===== src/rtl/sdr_wb_protocol_monitor.sv =====
// Passive protocol monitor for the SDRAM controller top level: checks SDRAM command timing,
// init sequencing, CAS programming and Wishbone handshakes, reporting via sticky flags.
module sdr_wb_protocol_monitor #(
    parameter int unsigned N_CS     = 1,
    parameter int unsigned SDR_AW   = 13,
    parameter int unsigned TRP_CYC  = 2,
    parameter int unsigned TRFC_CYC = 6,
    parameter int unsigned INIT_CYC = 10000,
    parameter int unsigned ACK_TMO  = 64,
    parameter int unsigned CNT_W    = 16
) (
    input  logic              wb_clk_i,
    input  logic              wb_rst_i,
    input  logic              wb_cyc_i,
    input  logic              wb_stb_i,
    input  logic              wb_ack_o,
    input  logic [N_CS-1:0]   sdr_cs_n,
    input  logic              sdr_ras_n,
    input  logic              sdr_cas_n,
    input  logic              sdr_we_n,
    input  logic [SDR_AW-1:0] sdr_addr,
    input  logic              sdr_init_done,
    input  logic [2:0]        cfg_sdr_cas,
    input  logic              clr_i,
    output logic [7:0]        err_flags_o,
    output logic              err_pulse_o,
    output logic [CNT_W-1:0]  err_cnt_o,
    output logic [2:0]        first_err_o,
    output logic              first_vld_o,
    output logic [1:0]        init_state_o
);

    localparam int unsigned TMR_MAX = (TRP_CYC > TRFC_CYC) ? TRP_CYC : TRFC_CYC;
    localparam int unsigned TMR_W   = $clog2(TMR_MAX + 1);
    localparam int unsigned INIT_W  = $clog2(INIT_CYC + 1);
    localparam int unsigned WAIT_W  = $clog2(ACK_TMO + 1);

    localparam logic [1:0] StWait     = 2'd0;
    localparam logic [1:0] StDoneWait = 2'd1;
    localparam logic [1:0] StRun      = 2'd2;

    logic [2:0]        cmd;
    logic [TMR_W-1:0]  tmr_q [N_CS];
    logic [TMR_W-1:0]  tmr_d [N_CS];
    logic [N_CS-1:0]   tmr_ref_q, tmr_ref_d;
    logic [1:0]        state_q, state_d;
    logic [INIT_W-1:0] init_cnt_q, init_cnt_d;
    logic [WAIT_W-1:0] ack_wait_q, ack_wait_d;
    logic              pend_q, pend_d;
    logic [7:0]        viol;
    logic              any_viol;
    logic [2:0]        viol_idx;
    logic              any_nonnop, any_mrs;
    logic              wb_req, wb_stall;
    logic [7:0]        flags_q;
    logic              pulse_q;
    logic [CNT_W-1:0]  cnt_q;
    logic [2:0]        first_q;
    logic              first_vld_q;
    logic              unused_addr;

    assign cmd         = {sdr_ras_n, sdr_cas_n, sdr_we_n};
    assign wb_req      = wb_cyc_i & wb_stb_i;
    assign wb_stall    = wb_req & ~wb_ack_o;
    assign unused_addr = ^sdr_addr;

    always_comb begin
        viol       = '0;
        any_nonnop = 1'b0;
        any_mrs    = 1'b0;
        tmr_ref_d  = tmr_ref_q;
        for (int i = 0; i < N_CS; i++) begin
            tmr_d[i] = (tmr_q[i] != '0) ? tmr_q[i] - 1'b1 : tmr_q[i];
            if (!sdr_cs_n[i] && cmd != 3'b111) begin
                any_nonnop = 1'b1;
                // Timer source decides which flag a premature command raises
                if (tmr_q[i] != '0) begin
                    if (tmr_ref_q[i]) viol[0] = 1'b1;
                    else              viol[1] = 1'b1;
                end
                if (cmd == 3'b010) begin
                    tmr_d[i]     = TMR_W'(TRP_CYC);
                    tmr_ref_d[i] = 1'b0;
                end else if (cmd == 3'b001) begin
                    tmr_d[i]     = TMR_W'(TRFC_CYC);
                    tmr_ref_d[i] = 1'b1;
                end else if (cmd == 3'b000) begin
                    any_mrs = 1'b1;
                end
            end
        end

        state_d    = state_q;
        init_cnt_d = init_cnt_q;
        unique case (state_q)
            StWait: begin
                if (any_nonnop || sdr_init_done) viol[2] = 1'b1;
                if (init_cnt_q == INIT_W'(INIT_CYC - 1)) begin
                    state_d    = StDoneWait;
                    init_cnt_d = '0;
                end else begin
                    init_cnt_d = init_cnt_q + 1'b1;
                end
            end
            StDoneWait: if (sdr_init_done) state_d = StRun;
            StRun: begin
                if (!sdr_init_done) begin
                    state_d    = StWait;
                    init_cnt_d = '0;
                end
            end
            default: begin
                state_d    = StWait;
                init_cnt_d = '0;
            end
        endcase

        viol[3] = any_mrs && (sdr_addr[6:4] != cfg_sdr_cas);
        viol[4] = wb_ack_o & ~wb_req;
        viol[5] = wb_stb_i & ~wb_cyc_i;
        // Counter parks at ACK_TMO so a long stall reports only once
        viol[6] = wb_stall && (ack_wait_q == WAIT_W'(ACK_TMO - 1));
        viol[7] = pend_q & wb_cyc_i & ~wb_stb_i;

        if (!wb_stall)                          ack_wait_d = '0;
        else if (ack_wait_q != WAIT_W'(ACK_TMO)) ack_wait_d = ack_wait_q + 1'b1;
        else                                    ack_wait_d = ack_wait_q;
        pend_d = wb_stall;

        any_viol = |viol;
        viol_idx = 3'd0;
        for (int i = 7; i >= 0; i--) begin
            if (viol[i]) viol_idx = 3'(i);
        end
    end

    always_ff @(posedge wb_clk_i or posedge wb_rst_i) begin
        if (wb_rst_i) begin
            for (int i = 0; i < N_CS; i++) tmr_q[i] <= '0;
            tmr_ref_q  <= '0;
            state_q    <= StWait;
            init_cnt_q <= '0;
            ack_wait_q <= '0;
            pend_q     <= 1'b0;
        end else begin
            for (int i = 0; i < N_CS; i++) tmr_q[i] <= tmr_d[i];
            tmr_ref_q  <= tmr_ref_d;
            state_q    <= state_d;
            init_cnt_q <= init_cnt_d;
            ack_wait_q <= ack_wait_d;
            pend_q     <= pend_d;
        end
    end

    // A violation in the same cycle as clr_i survives the clear
    always_ff @(posedge wb_clk_i or posedge wb_rst_i) begin
        if (wb_rst_i) begin
            flags_q     <= '0;
            pulse_q     <= 1'b0;
            cnt_q       <= '0;
            first_q     <= '0;
            first_vld_q <= 1'b0;
        end else begin
            pulse_q <= any_viol;
            if (clr_i) begin
                flags_q     <= viol;
                cnt_q       <= any_viol ? CNT_W'(1) : '0;
                first_q     <= any_viol ? viol_idx : 3'd0;
                first_vld_q <= any_viol;
            end else begin
                flags_q <= flags_q | viol;
                if (any_viol && cnt_q != '1) cnt_q <= cnt_q + 1'b1;
                if (any_viol && !first_vld_q) begin
                    first_q     <= viol_idx;
                    first_vld_q <= 1'b1;
                end
            end
        end
    end

    assign err_flags_o  = flags_q;
    assign err_pulse_o  = pulse_q;
    assign err_cnt_o    = cnt_q;
    assign first_err_o  = first_q;
    assign first_vld_o  = first_vld_q;
    assign init_state_o = state_q;

endmodule


===== config.mk =====
export PLATFORM = sky130hd
export DESIGN_NAME = sdr_wb_protocol_monitor
export DESIGN_NICKNAME = d
export VERILOG_FILES = /design/src/rtl/sdr_wb_protocol_monitor.sv
export SDC_FILE = /design/constraint.sdc
export NUM_CORES = 1
export LEC_CHECK = 0
export ABC_AREA = 1
export CORE_ASPECT_RATIO = 1.4
export CORE_MARGIN = 2
export CORE_UTILIZATION = 30
export CTS_CLUSTER_DIAMETER = 60
export DETAILED_ROUTE_END_ITERATION = 10
export REMOVE_ABC_BUFFERS = 1
export SYNTH_ARGS = -nofsm -noshare
export SYNTH_HDL_FRONTEND = slang
export SYNTH_SLANG_ARGS = --single-unit

===== constraint.sdc =====
create_clock -name wb_clk_i -period 5.92 [get_ports wb_clk_i]
set_clock_uncertainty 0.1 [all_clocks]
set_input_delay 0.592 -clock wb_clk_i [delete_from_list [all_inputs] [get_ports wb_clk_i]]
set_output_delay 0.592 -clock wb_clk_i [all_outputs]
set_load 0.1 [all_outputs]

==> run metrics <==
hold wc startpoint=err_flags_o[0]; post-cts sizing count=0; CTS Buffer Depth=2; Avg Synthesized Cell Area=7.83 µm²; count of final setup violators=0; drt pass-1 iters=4; vias per cell=4.72; Final TNS setup=0 ns; CTS Buf Count=9; Worst Tran Pin Value=0.991 ns; Starting Density=30.9%; commonest cells in the netlist=112 x nand2_1, 57 x dfrtp_1, 51 x inv_1; dpl hpwl=5380 µm; register area=1430 µm²; Initial DRC Count=117; # rows=45; Worst EP required=5.23 ns; Final min period=2.66 ns; Sink Count=57; sequence of cells on the critical path=clkdlybuf4s50_1; worst hold endpoint=err_flags_o[0]; Die Y-Extent=129 µm; register share of total power=30.6%; layout cells sized above 1=11.3%; Sw Ratio=40.8%; critical-path maximum fanout=7; drt wl/cell=11.9 µm; count of different cell masters after synthesis=43; CP endpoint kind=primary output; # fillers=1,091; GRT Overall Usage=13.5%; Psw=0.686 mW; Tot Pwr=1.68 mW; Peak Freq=0.375 GHz; post-route cell area=4280 µm²; RR Startpoint=tmr_q[0]; unrepaired setup endpoints after global routing=false; CP Data Arrival Time=1.97 ns; delay-heaviest family, CP=buffers and inverters; Area after DPL=3960 µm²; full die area=12,100 µm²; Post-synth EDFFs=0; internal power=0.994 mW; Gate power share=36.2%; CP max stage delay=1.18 ns; CTS tree=built; clock root cell=clkbuf_16; placed cell count=610; status=finished clean; Final Hold Fails=0; setup bufs post-CTS=0; layout overhead on the synthesized area=27.4%; worst reg-to-reg path cell count=11; die width=93.5 µm; GRT overflow=0; Final nets=514; # hold bufs at CTS=0; most frequent cell after synthesis=nand2_1; WP buf/inv=1; Worst path slowest cell=clkdlybuf4s50_1; Worst-Skew Late Latency=0.33 ns; Hold WC Path Type=reg -> reg; Crit Path Class=reg -> out; total core area=10,900 µm²; leakage=2.04 nW; initial antenna violation count=0; Max-cap violations=0; most area-hungry cell type in the Yosys netlist=dfrtp_1; IO Count=58; power density cells=392 nW/µm²; Rel. slew slack=33.7%; largest net degree at the start of global routing=58; Synth Cell Area=3360 µm²; dominant synthesized flop cell=dfrtp_1; reg2reg end=err_cnt_o[10]; R2R Setup Slk=3.76 ns; H-Tree Depth=3; n_diodes=0; Seq/Total Area, Yosys=42.4%; # DRC=0; clock slew at reported path FFs=0.06 ns; DR vias=2,954; non-filler cells, final=626; antenna-violating nets left=0; Synth area leaders=dfrtp_1 42%, nand2_1 13%, inv_1 5.7%; Clock Power Share=33.2%; VDD IR max=135 µV; YS warnings=0; Synth Register Bits=57; fin crit share=45.0%; asr flop ratio synth=100%; area fraction of the dominant cell type after synthesis=42.4%; first-pass GRT wire length=13,000 µm; area of the multi-input gates=1660 µm²; Syn Inst Count=429; final number of max-transition violations=0; Port-buffer cells=47; Hold Crit Depth=2; routability cong.=0.887; vias in the first global route=2,997; startpoint types=register; Post-Route WL=7450 µm
[per-layer routing]
metal  share of wire [%]  GRT usage [%]  vias up  routed length [µm]
li1                    -              -     1495                   -
met1                  41           14.5     1402                3090
met2                  53           24.4       42                3940
met3                 2.9           2.79       15                 217
met4                 2.7           7.87        0                 203
met5                   0              0        -                   0
[worst max path at each step]
stage | from | endpoint | slack, ns | cells past startpoint
after CTS | err_cnt_o[3] | err_cnt_o[3] | 3.25 | 1
after detailed placement | wb_cyc_i | err_cnt_o[9] | 3.32 | 10
final | err_cnt_o[13] | err_cnt_o[13] | 3.26 | 1
after floorplan | err_cnt_o[0] | err_cnt_o[13] | 3.44 | 9
after global routing | err_cnt_o[13] | err_cnt_o[13] | 3.20 | 1
after global placement | wb_cyc_i | err_cnt_o[11] | 3.35 | 10
[layout make-up]
class | instances | share of cell area, %
Timing Repair Buffer | 48 | 11.2
Inverter | 58 | 5.14
Sequential cell | 57 | 33.3
Clock buffer | 11 | 5.67
Tap cell | 141 | 4.12
Clock inverter | 5 | 1.84
Multi-Input combinational cell | 306 | 38.7
[flip-flops by register name, indices dropped and copies added, names as in the netlist]
| signal | cells |
|---|---|
| err_cnt_o | 16 |
| init_cnt_q | 14 |
| err_flags_o | 8 |
| ack_wait_q | 7 |
| first_err_o | 3 |
| tmr_q | 3 |
| init_state_o | 2 |
| err_pulse_o | 1 |
| first_vld_o | 1 |
| pend_q | 1 |
| tmr_ref_q | 1 |
[power groups by stage]
stage                     combinational [mW]  clock [mW]  sequential, mW
after floorplan                        0.228           0           0.752
after global placement                 0.604           0           0.518
after detailed placement               0.612           0           0.521
after CTS                              0.615       0.570           0.515
after global routing                   0.664       0.588           0.523
final                                  0.607       0.558           0.514
[stage by stage]
step	utilization [%]	hold WS [ns]	setup slack [ns]
after global routing	39.4	0.408	3.20
final	39.4	0.380	3.26
after global placement	36.4	0.365	3.35
after floorplan	-	0.355	3.44
after detailed placement	36.4	0.369	3.32
after CTS	39.4	0.385	3.25
[cell usage in the layout, fill, tap and decap left out, drive strengths merged, types with 11 or more instances in the layout]
| cell type | n |
|---|---|
| nor2 | 46 |
| o21ai | 11 |
| clkdlybuf4s50 | 47 |
| nand2 | 125 |
| inv | 56 |
| nor3 | 11 |
| xor2 | 15 |
| dfrtp | 57 |
| clkbuf | 11 |
| nand3 | 39 |
| nand4 | 25 |
[cells by family after synthesis]
family	synth area share [%]
and+or+nand+nor	37.0
buffers and inverters	8.19
DFF	42.4
AOI/OAI and AO/OA	4.99
xor gates and xnor gates	4.43
adders and majority gates	2.61
muxes	0.298
(Power assumes the default switching activity.)
